## src/rtl/ldiv_pkg.sv

```systemverilog
// Shared constants and helpers for the ldiv scheduler and its divider.
package ldiv_pkg;

  // Divider pipeline depth: one operand-capture stage plus one stage per numerator bit.
  function automatic int unsigned ldiv_latency(int unsigned numerator_width);
    return numerator_width + 1;
  endfunction

  // Requester ID width, never narrower than one bit.
  function automatic int unsigned ldiv_id_width(int unsigned num_req);
    return (num_req > 1) ? $clog2(num_req) : 1;
  endfunction

  // Result tag layout, LSB first: valid, divide-by-zero, then the requester ID.
  localparam int unsigned TagValidBit = 0;
  localparam int unsigned TagDbzBit   = 1;
  localparam int unsigned TagIdLsb    = 2;

  function automatic int unsigned ldiv_tag_width(int unsigned id_width);
    return TagIdLsb + id_width;
  endfunction

endpackage

```

## src/rtl/ldiv.sv

```systemverilog
// Fully pipelined restoring long divider, one result per cycle, latency NUMERATOR_WIDTH+1.
// Denominator 0 yields quotient all-ones and remainder equal to the numerator.
module ldiv #(
  parameter int unsigned NUMERATOR_WIDTH   = 24,
  parameter int unsigned DENOMINATOR_WIDTH = 20,
  parameter int unsigned QUOTIENT_WIDTH    = NUMERATOR_WIDTH
) (
  input  logic                         clk,
  input  logic                         resetb,
  input  logic                         valid_in,
  input  logic [NUMERATOR_WIDTH-1:0]   numerator_in,
  input  logic [DENOMINATOR_WIDTH-1:0] denominator_in,
  output logic                         valid_out,
  output logic [QUOTIENT_WIDTH-1:0]    quotient_out,
  output logic [NUMERATOR_WIDTH-1:0]   remainder_out
);

  localparam int unsigned NW = NUMERATOR_WIDTH;
  localparam int unsigned DW = DENOMINATOR_WIDTH;

  // Each stage word is {partial remainder, numerator bits still to consume / quotient bits so far}.
  logic [2*NW-1:0] work_q [NW+1];
  logic [2*NW-1:0] work_d [NW+1];
  logic [DW-1:0]   den_q  [NW];
  logic [DW-1:0]   den_d  [NW];
  logic [NW:0]     vld_q, vld_d;

  // One shift-compare-subtract step per stage.
  always_comb begin
    logic [2*NW:0] shifted;
    logic [NW:0]   trial;
    shifted = '0;
    trial   = '0;
    vld_d   = '0;
    for (int k = 0; k <= NW; k++) work_d[k] = '0;
    for (int k = 0; k < NW; k++) den_d[k] = '0;

    work_d[0] = {{NW{1'b0}}, numerator_in};
    den_d[0]  = denominator_in;
    vld_d[0]  = valid_in;
    for (int k = 0; k < NW; k++) begin
      shifted     = {work_q[k], 1'b0};
      trial       = shifted[2*NW:NW];
      vld_d[k+1]  = vld_q[k];
      if (k + 1 < NW) den_d[k+1] = den_q[k];
      if (trial >= (NW+1)'(den_q[k])) begin
        work_d[k+1] = {NW'(trial - (NW+1)'(den_q[k])), shifted[NW-1:1], 1'b1};
      end else begin
        // Top bit is zero here because the partial remainder is below the denominator.
        work_d[k+1] = shifted[2*NW-1:0];
      end
    end
  end

  // Pipeline registers; reset drops every operation in flight.
  always_ff @(posedge clk or negedge resetb) begin
    if (!resetb) begin
      vld_q <= '0;
      for (int k = 0; k <= NW; k++) work_q[k] <= '0;
      for (int k = 0; k < NW; k++) den_q[k] <= '0;
    end else begin
      vld_q  <= vld_d;
      work_q <= work_d;
      den_q  <= den_d;
    end
  end

  assign valid_out     = vld_q[NW];
  assign quotient_out  = QUOTIENT_WIDTH'(work_q[NW][NW-1:0]);
  assign remainder_out = work_q[NW][2*NW-1:NW];

endmodule

```

## src/rtl/ldiv_rr_arb.sv

```systemverilog
// Combinational round-robin picker: first eligible requester at or after rr_ptr.
module ldiv_rr_arb #(
  parameter int unsigned NUM_REQ  = 4,
  parameter int unsigned ID_WIDTH = 2
) (
  input  logic [NUM_REQ-1:0]  eligible,
  input  logic [ID_WIDTH-1:0] rr_ptr,
  output logic [NUM_REQ-1:0]  grant,
  output logic [ID_WIDTH-1:0] grant_idx,
  output logic                grant_any
);

  // Rotating priority search starting at the pointer.
  always_comb begin
    logic [ID_WIDTH-1:0] idx;
    grant     = '0;
    grant_idx = '0;
    grant_any = 1'b0;
    idx       = '0;
    for (int unsigned k = 0; k < NUM_REQ; k++) begin
      idx = ID_WIDTH'((32'(rr_ptr) + k) % NUM_REQ);
      if (!grant_any && eligible[idx]) begin
        grant[idx] = 1'b1;
        grant_idx  = idx;
        grant_any  = 1'b1;
      end
    end
  end

endmodule

```

## src/rtl/ldiv_sched.sv

```systemverilog
// Round-robin scheduler sharing one pipelined ldiv among NUM_REQ requesters, with
// per-requester in-flight credits and an ID/dbz tag pipeline aligned to the divider.
module ldiv_sched
  import ldiv_pkg::*;
#(
  parameter int unsigned NUM_REQ           = 4,
  parameter int unsigned NUMERATOR_WIDTH   = 24,
  parameter int unsigned DENOMINATOR_WIDTH = 20,
  parameter int unsigned QUOTIENT_WIDTH    = 24,
  parameter int unsigned MAX_INFLIGHT      = 4,
  localparam int unsigned ID_WIDTH         = ldiv_id_width(NUM_REQ)
) (
  input  logic                                 clk,
  input  logic                                 resetb,
  input  logic                                 issue_en,
  input  logic [NUM_REQ-1:0]                   req_valid,
  output logic [NUM_REQ-1:0]                   req_ready,
  input  logic [NUM_REQ*NUMERATOR_WIDTH-1:0]   req_numerator,
  input  logic [NUM_REQ*DENOMINATOR_WIDTH-1:0] req_denominator,
  output logic                                 res_valid,
  output logic [ID_WIDTH-1:0]                  res_id,
  output logic [QUOTIENT_WIDTH-1:0]            res_quotient,
  output logic [NUMERATOR_WIDTH-1:0]           res_remainder,
  output logic                                 res_div_by_zero,
  output logic                                 busy
);

  localparam int unsigned LATENCY = ldiv_latency(NUMERATOR_WIDTH);
  localparam int unsigned TAG_W   = ldiv_tag_width(ID_WIDTH);
  localparam int unsigned CNT_W   = $clog2(MAX_INFLIGHT + 1);

  typedef logic [CNT_W-1:0] cnt_t;

  logic [ID_WIDTH-1:0]          rr_ptr_q, rr_ptr_d;
  cnt_t                         inflight_q [NUM_REQ];
  cnt_t                         inflight_d [NUM_REQ];
  logic [TAG_W-1:0]             tag_q [LATENCY];
  logic [TAG_W-1:0]             tag_d [LATENCY];
  logic [TAG_W-1:0]             tag_out;

  logic [NUM_REQ-1:0]           eligible;
  logic [NUM_REQ-1:0]           grant;
  logic [ID_WIDTH-1:0]          grant_idx;
  logic                         grant_any;
  logic                         xfer;
  logic [NUMERATOR_WIDTH-1:0]   issue_num;
  logic [DENOMINATOR_WIDTH-1:0] issue_den;
  logic                         issue_dbz;
  logic                         div_valid;
  logic [QUOTIENT_WIDTH-1:0]    div_quo;
  logic [NUMERATOR_WIDTH-1:0]   div_rem;

  // Eligibility: pending request, spare credit, issue enabled; nothing granted under reset.
  always_comb begin
    eligible = '0;
    for (int i = 0; i < NUM_REQ; i++) begin
      eligible[i] = resetb & issue_en & req_valid[i] & (inflight_q[i] < cnt_t'(MAX_INFLIGHT));
    end
  end

  ldiv_rr_arb #(
    .NUM_REQ  (NUM_REQ),
    .ID_WIDTH (ID_WIDTH)
  ) u_arb (
    .eligible  (eligible),
    .rr_ptr    (rr_ptr_q),
    .grant     (grant),
    .grant_idx (grant_idx),
    .grant_any (grant_any)
  );

  assign req_ready = grant;
  // A grant always lands on a valid requester, so any grant is a transfer.
  assign xfer      = grant_any;

  // Mux the granted requester's operands onto the divider.
  always_comb begin
    issue_num = req_numerator[32'(grant_idx) * NUMERATOR_WIDTH +: NUMERATOR_WIDTH];
    issue_den = req_denominator[32'(grant_idx) * DENOMINATOR_WIDTH +: DENOMINATOR_WIDTH];
    issue_dbz = xfer & (issue_den == '0);
  end

  ldiv #(
    .NUMERATOR_WIDTH   (NUMERATOR_WIDTH),
    .DENOMINATOR_WIDTH (DENOMINATOR_WIDTH),
    .QUOTIENT_WIDTH    (QUOTIENT_WIDTH)
  ) u_ldiv (
    .clk            (clk),
    .resetb         (resetb),
    .valid_in       (xfer),
    .numerator_in   (issue_num),
    .denominator_in (issue_den),
    .valid_out      (div_valid),
    .quotient_out   (div_quo),
    .remainder_out  (div_rem)
  );

  // Tag shift register running in lockstep with the divider pipeline.
  always_comb begin
    for (int k = 0; k < LATENCY; k++) tag_d[k] = '0;
    tag_d[0][TagValidBit]            = xfer;
    tag_d[0][TagDbzBit]              = issue_dbz;
    tag_d[0][TagIdLsb +: ID_WIDTH]   = grant_idx;
    for (int k = 1; k < LATENCY; k++) tag_d[k] = tag_q[k-1];
  end

  assign tag_out         = tag_q[LATENCY-1];
  assign res_valid       = tag_out[TagValidBit] & div_valid;
  assign res_id          = tag_out[TagIdLsb +: ID_WIDTH];
  assign res_div_by_zero = tag_out[TagDbzBit] & res_valid;
  assign res_quotient    = div_quo;
  assign res_remainder   = div_rem;

  // Credit counters and round-robin pointer next state.
  always_comb begin
    logic inc;
    logic dec;
    inc = 1'b0;
    dec = 1'b0;
    for (int i = 0; i < NUM_REQ; i++) begin
      inflight_d[i] = inflight_q[i];
      inc = xfer & grant[i];
      dec = res_valid & (res_id == ID_WIDTH'(i));
      if (inc && !dec) begin
        inflight_d[i] = inflight_q[i] + cnt_t'(1);
      end else if (dec && !inc) begin
        inflight_d[i] = inflight_q[i] - cnt_t'(1);
      end
    end

    rr_ptr_d = rr_ptr_q;
    if (xfer) begin
      rr_ptr_d = (grant_idx == ID_WIDTH'(NUM_REQ - 1)) ? '0 : grant_idx + ID_WIDTH'(1);
    end
  end

  // Busy while any requester has work outstanding.
  always_comb begin
    busy = 1'b0;
    for (int i = 0; i < NUM_REQ; i++) busy = busy | (inflight_q[i] != '0);
  end

  // State registers.
  always_ff @(posedge clk or negedge resetb) begin
    if (!resetb) begin
      rr_ptr_q <= '0;
      for (int i = 0; i < NUM_REQ; i++) inflight_q[i] <= '0;
      for (int k = 0; k < LATENCY; k++) tag_q[k] <= '0;
    end else begin
      rr_ptr_q   <= rr_ptr_d;
      inflight_q <= inflight_d;
      tag_q      <= tag_d;
    end
  end

endmodule

```

## config.mk

```make
export PLATFORM = sky130hd
export DESIGN_NAME = ldiv_sched
export DESIGN_NICKNAME = d
export VERILOG_FILES = /design/src/rtl/ldiv_pkg.sv /design/src/rtl/ldiv.sv /design/src/rtl/ldiv_rr_arb.sv /design/src/rtl/ldiv_sched.sv
export SDC_FILE = /design/constraint.sdc
export NUM_CORES = 2
export LEC_CHECK = 0
export ABC_CLOCK_PERIOD_IN_PS = 4950
export CAP_MARGIN = 0
export CELL_PAD_IN_SITES_DETAIL_PLACEMENT = 1
export CELL_PAD_IN_SITES_GLOBAL_PLACEMENT = 2
export CORE_ASPECT_RATIO = 0.5
export CORE_UTILIZATION = 47
export DETAILED_ROUTE_END_ITERATION = 16
export DONT_BUFFER_PORTS = 1
export PLACE_DENSITY_LB_ADDON = 0.1
export SETUP_SLACK_MARGIN = 0.02
export SLEW_MARGIN = 40
export SYNTH_ARGS = -nofsm -noshare
export SYNTH_HDL_FRONTEND = slang
export SYNTH_HIERARCHICAL = 1
export SYNTH_SLANG_ARGS = --single-unit
```

## constraint.sdc

```tcl
create_clock -name clk -period 4.95 [get_ports clk]
set_clock_uncertainty 0.1 [all_clocks]
set_input_delay 0.2475 -clock clk [delete_from_list [all_inputs] [get_ports clk]]
set_output_delay 0.2475 -clock clk [all_outputs]
set_load 0.05 [all_outputs]
```

=== Word-level counts from Yosys, hierarchy flattened ===
Index checks and enable logic that the tools add are counted.

* Add/sub/neg operators: 36
* Multipliers: 2
* Magnitude comparators: 36
* Equality and inequality tests: 4
* Shift-type cells: 2
* Muxes and demuxes: 61
* Bitwise gates (word level): 26
* Reductions and logical operators: 36

{| class="wikitable"
|+ Operators with widths
! cell !! count
|-
| two-way mux 48 bit || 24
|-
| greater-or-equal comparator 25 x 20 -> 1 bit || 23
|-
| subtractor 24 x 20 -> 24 bit || 23
|-
| indexed part select 96 x 8 -> 24 bit || 1
|-
| indexed part select 80 x 8 -> 20 bit || 1
|-
| two-way mux 3 bit || 8
|-
| subtractor 1 x 20 -> 21 bit || 1
|-
| AND 1 bit || 20
|-
| greater-or-equal comparator 1 x 20 -> 1 bit || 1
|-
| zero test 20 bit || 1
|-
| two-way mux 4 bit || 4
|-
| logical AND 1 bit || 15
|-
| adder 3 x 1 -> 3 bit (second input constant) || 4
|-
| < comparator 2 x 3 -> 1 bit (second input constant) || 4
|-
| < comparator 3 bit (second input constant) || 4
|-
| two-way mux 1 bit || 12
|-
| OR 4 bit || 3
|-
| nonzero test 3 bit || 4
|-
| subtractor 3 x 1 -> 3 bit (second input constant) || 4
|-
| zero test 1 bit || 11
|-
| two-way mux 2 bit || 5
|-
| binary-select mux 1 bit (select 2 bit) || 4
|-
| demux 1 bit (select 2 bit) || 4
|-
| greater-or-equal comparator 2 x 1 -> 1 bit (second input constant) || 4
|-
| other kinds (9) || 18
|}

* Register bits after elaboration: 1,795
* Input port bits: 183
* Output and inout bits: 57
* Word-level logic and storage cells: 283

=== Logic depth before layout (Yosys ltp) ===
* Depth after elaboration: 20
* Gate-level depth with buffers: 15
* Gate-level depth less buffers: 13

=== Cells and area by module ===
Netlist, hierarchy kept.

{| class="wikitable"
|+ By module, submodules not included
! module !! instances !! cells an instance !! area each (um^2) !! seq. area each (um^2)
|-
| ldiv || 1 || 6,489 || 73,180.2 || 41,990.3
|-
| ldiv_sched || 1 || 237 || 4,485.6 || 2,852.7
|-
| ldiv_rr_arb || 1 || 45 || 421.7 || 0.0
|}

=== Worst setup path after synthesis ===
Ideal clock, no wire load.

* Kind: register -> register
* Start point: reg rr_ptr_q[0]
* End point: reg inflight_q[2] in the netlist's numbering
* Library setup time: 79 ps
* Arrival: 4,043 ps
* Data required time: 4,771 ps
* Setup slack: 728 ps
* Stages on the path, launching flop included: 16
* Buffers on the path: 2
* Clock period less this slack: 4,222 ps
* Cells stage by stage: dfrtp_1 > buf_6 > inv_1 > ha_1 > mux4_2 > buf_6 > and2b_2 > a22oi_1 > o21ai_0 > and2_1 > ha_1 > inv_1 > fa_1 > xor2_1 > nor2_1 > xor2_1

* Longest elaborated chain between the ends: 16
* Elaborated cells between the ends (all ways): 54
* Those cells by class: 3 x add/sub; 8 x order compare; 25 x mux; 4 x bitwise; 14 x reduce/logical

{| class="wikitable"
|+ RTL lines
! what !! line !! text
|-
| start: declaration || ldiv_sched.sv:34 || <nowiki>logic [ID_WIDTH-1:0] rr_ptr_q, rr_ptr_d;</nowiki>
|-
| start signal: assignment || ldiv_sched.sv:150 || <nowiki>rr_ptr_q <= rr_ptr_d;</nowiki>
|-
| branches (longest 11 deep; another with < comparator 2 x 3 -> 1 bit) || - ||
|-
| two-way mux 4 bit (*) || ldiv_rr_arb.sv:22 || <nowiki>if (!grant_any && eligible[idx]) begin</nowiki>
|-
| via req_ready[3] || ldiv_sched.sv:17 || <nowiki>output logic [NUM_REQ-1:0] req_ready,</nowiki>
|-
| AND 1 bit (*) || ldiv_sched.sv:122 || <nowiki>inc = xfer & grant[i];</nowiki>
|-
| zero test 1 bit || ldiv_sched.sv:126 || <nowiki>end else if (dec && !inc) begin</nowiki>
|-
| logical AND 1 bit || ldiv_sched.sv:126 ||
|-
| nonzero test 2 bit (no line) || - ||
|-
| end signal: assignment || ldiv_sched.sv:151 || <nowiki>inflight_q <= inflight_d;</nowiki>
|-
| end: declaration || ldiv_sched.sv:35 || <nowiki>cnt_t inflight_q [NUM_REQ];</nowiki>
|}

Mark *: on every way through the listed nets, which the timed path passes. The select of a mux whose other input is x is not followed.
A chain may end at the register's enable or synchronous reset.

=== Worst setup path after layout ===
* Start point: in resetb
* End point: reg tag_q, in the netlist tag_d[93]

* Longest elaborated chain between the ends: 19
* Elaborated cells between the ends (all ways): 35
* Those cells by class: 1 x mul; 1 x shift; 16 x mux; 10 x bitwise; 7 x reduce/logical

{| class="wikitable"
|+ RTL lines
! what !! line !! text
|-
| start: declaration || ldiv_sched.sv:14 || <nowiki>input logic resetb,</nowiki>
|-
| AND 1 bit (*) (3 in series) || ldiv_sched.sv:57 || <nowiki>eligible[i] = resetb & issue_en & req_valid[i] & (inflight_q[i] < cnt_t'(MAX_INFLIGHT));</nowiki>
|-
| via eligible[3] || ldiv_sched.sv:41 || <nowiki>logic [NUM_REQ-1:0] eligible;</nowiki>
|-
| binary-select mux 1 bit (select 2 bit) || ldiv_rr_arb.sv:22 ||
|-
| two-way mux 1 bit (implied by the code) || ldiv_rr_arb.sv:22 ||
|-
| two-way mux 1 bit || ldiv_rr_arb.sv:22 ||
|-
| zero test 1 bit || ldiv_rr_arb.sv:22 ||
|-
| logical AND 1 bit || ldiv_rr_arb.sv:22 ||
|-
| two-way mux 1 bit || ldiv_rr_arb.sv:22 ||
|-
| (+5 left out) || - ||
|-
| two-way mux 2 bit (*) || ldiv_rr_arb.sv:22 ||
|-
| via grant_idx[0] || ldiv_sched.sv:43 || <nowiki>logic [ID_WIDTH-1:0] grant_idx;</nowiki>
|-
| multiplier 2 x 3 -> 5 bit (*) || ldiv_sched.sv:79 || <nowiki>issue_den = req_denominator[32'(grant_idx) * DENOMINATOR_WIDTH +: DENOMINATOR_WIDTH];</nowiki>
|-
| indexed part select 80 x 8 -> 20 bit (*) || ldiv_sched.sv:79 ||
|-
| via issue_den[8] || ldiv_sched.sv:47 || <nowiki>logic [DENOMINATOR_WIDTH-1:0] issue_den;</nowiki>
|-
| zero test 20 bit (*) || ldiv_sched.sv:80 || <nowiki>issue_dbz = xfer & (issue_den == '0);</nowiki>
|-
| AND 1 bit (*) || ldiv_sched.sv:80 ||
|-
| via issue_dbz || ldiv_sched.sv:48 || <nowiki>logic issue_dbz;</nowiki>
|-
| end signal: assignment || ldiv_sched.sv:152 || <nowiki>tag_q <= tag_d;</nowiki>
|-
| end: declaration || ldiv_sched.sv:37 || <nowiki>logic [TAG_W-1:0] tag_q [LATENCY];</nowiki>
|}

The timed path passes the listed nets; every way through them passes the cells marked *. The select of a mux whose other input is x is not followed.

==> run metrics <==
pin count of the biggest net entering global routing 189; I/O pins 240; Fmax around 0.21 GHz; Post-Syn Area per Cell 11.5 µm²; Yosys cell types 106; FF-to-FF path depth 11; vias in the first global route between 50000 and 60000; Placeable Area ~160000 µm²; DR WL/cell 22.0 µm; Psw 0.0167 W; R2R Path Start rr_ptr_q[0]; Gate power share 0.322; CP Class in2reg; TNS Setup 0 ns; sequential power share 0.400; Relative slew margins 0.330; Crit path top cell by count buf_16; GRT overflow 0; outcome finished clean; post-route cell area 87900 µm²; CP max stage cell mux4_1; # rows 105; final period utilization 0.957; Nets 7653; post-layout min period 4.74 ns; DRT Pass-1 Iters 7; cell taking the most area after synthesis dfrtp_1; drc violations 0; Tightest Pin Transition 0.996 ns; Post-synth EDFFs 0; Placed Instances approximately 8800; Pwr Total about 0.048 W; top cells by area, synth dfrtp_1 57%, ha_1 7.6%, a21oi_1 3.0%; hold_sp req_numerator[56]; CP Launch Type input pin; Die Width roughly 580 µm; Leak 41.2 nW; initial antenna violation count 8; crit-path cells dlygate4sd3_1, buf_16, buf_16, buf_16, buf_16, buf_16, nand2_1, nor3b_2, mux4_1, and2b_2, o21ai_0, o31ai_4, clkbuf_16, mux4_1, nor4_2, nand2_1, nor3_2; Total GRT Usage 0.245; dpl hpwl 143 mm; post-synthesis sequential area ratio 0.574; clock share of power 0.278; clk slew on worst S/H paths 0.08 ns; clk buf depth 4; placed inst area 80700 µm²; Crit. Startpoint resetb; Internal 0.0310 W; required time worst endpoint 5.58 ns; Post-synth top cells 1792 x dfrtp_1, 599 x inv_1, 472 x ha_1; ys async rst share 1.00; via count 50880; Max stage delay on crit path 0.69 ns; GP Congestion 0.946; P&R area growth vs syn 12.6%; Antenna Nets Post-Route 0; CTS tree done; r2r setup slk 0.34 ns; Post-Syn Nets 7453; most common cell in the netlist dfrtp_1; fillers 17047; ratio of cells with drive above 1 in the final layout 0.0817; Min-Delay Path Class in2reg; synthesized flop and latch total about 1800; CP top delay family buffers and inverters; Initial Util 0.475; Via-to-Cell Ratio 5.48; count of input and output buffers 0; R2R Path End u_ldiv/work_q[1174]; CP endpoint kind flop; crit path buf inv count 7; Iter 0 DRT Violations 2582; predominant post-synthesis flop cell dfrtp_1; final non-filler cell total around 9300; Die H 290 µm; max-cap viol count 0; Cells on Worst Hold Path 2; die area 168000 µm²; root buf cell clkbuf_16; Max IR drop VDD 268 µV; area share of the largest cell type after synthesis 0.574; CTS Buf Count 170; CTS Sinks 1792; worst-path maximum fanout 44; fin. max-slew vios 0; Post-Synthesis Cell Area 78100 µm²; first-pass GRT wire length about 320 mm; RSZ-0062 raised after global routing false; htree depth 4; Switching Fraction 0.350; DRT Wirelength 205 mm; Final Hold Violating Endpoints 0; CP arrival approximately 5.4 ns; worst skew pair latency 0.81 ns; Min-Delay Endpoint u_ldiv/work_q[1160]; Post-Syn Instances 6771; P per Cell Area 543 nW/µm²; synth warn 6; Fin Hold WS 0.110 ns; final setup vio count 0
[metal layers]
layer,track usage,part of all wire
met5,0,0.000078
met4,0.0702,0.030
met3,0.0318,0.027
met2,0.449,0.52
met1,0.302,0.42
[timing repair]
item / in CTS / in global routing
buffers inserted: 0 / 1
endpoints found under the setup margin: 0 / 36
resized for setup: 0 / 6
hold buffers: 148 / 0
hold endpoints to repair: 864 / 0
[registers in the layout, summed over array words and instances, names as in the netlist]
name / cells
u_ldiv/work_q: 1125
inflight_q: 12
u_ldiv/quotient_out: 24
u_ldiv/den_q: 20
tag_out: 4
tag_d: 96
rr_ptr_q: 2
u_ldiv/remainder_out: 24
u_ldiv/vld_q: 25
u_ldiv/den_d: 460
[kinds of logic after synthesis]
| kind of cell | share of synthesized area |
|---|---|
| flops | 0.574 |
| compound gates | 0.127 |
| simple gates | 0.0950 |
| buf+inv | 0.0419 |
| fa+ha+maj | 0.0826 |
| xor+xnor | 0.0476 |
| mux | 0.0319 |
[metrics by stage]
stage	util	worst slack, ns
finish	0.535	0.211
global route	0.534	0.00755
CTS	0.533	0.0349
detailed placement	0.490	0.246
global placement	0.489	0.518
floorplan	-	0.728
[power groups by stage]
stage               registers [W]  logic [W]  clock network (W)
floorplan                  0.0181     0.0122                  0
global placement           0.0193     0.0146                  0
detailed placement         0.0194     0.0151                  0
CTS                        0.0191     0.0154             0.0135
global route               0.0193     0.0172             0.0142
finish                     0.0191     0.0154             0.0133
[cell usage in the layout (no fill, tap or decap), types with 82 or more instances in the layout]
| cell | netlist | final |
|---|---|---|
| a21oi_1 | 466 | 465 |
| a21o_1 | 162 | 162 |
| mux2_2 | 108 | 108 |
| nand3_1 | 82 | 82 |
| inv_1 | 599 | 599 |
| ha_1 | 472 | 472 |
| nor2_1 | 402 | 400 |
| xor2_1 | 192 | 192 |
| nand2_1 | 433 | 432 |
| dlygate4sd3_1 | 0 | 145 |
| clkbuf_16 | 0 | 174 |
| dfrtp_1 | 1792 | 1792 |
| o21ai_0 | 460 | 456 |
| nor2b_1 | 89 | 89 |
| xnor2_1 | 232 | 232 |
| nor3_1 | 106 | 104 |
[worst max-delay path by stage]
stage / endpoint / slack [ns] / depth (start not counted)
floorplan: inflight_q[2] / 0.73 / 15
global placement: tag_d[93] / 0.52 / 12
detailed placement: tag_d[93] / 0.25 / 12
CTS: u_ldiv/work_q[1171] / 0.03 / 15
global route: tag_d[93] / 0.008 / 17
finish: tag_d[93] / 0.21 / 17
[layout make-up]
type | instances | area (µm²) | share of cell area
Timing Repair Buffer | 210 | 2500 | 0.0285
Sequential cell | 1792 | 44800 | 0.510
Clock buffer | 225 | 4680 | 0.0533
Antenna cell | 10 | 25.0 | 0.000285
Multi-Input combinational cell | 4195 | 30100 | 0.342
Clock inverter | 64 | 788 | 0.00897
Tap cell | 2193 | 2740 | 0.0312
Inverter | 602 | 2260 | 0.0257
(Power assumes the default switching activity.)
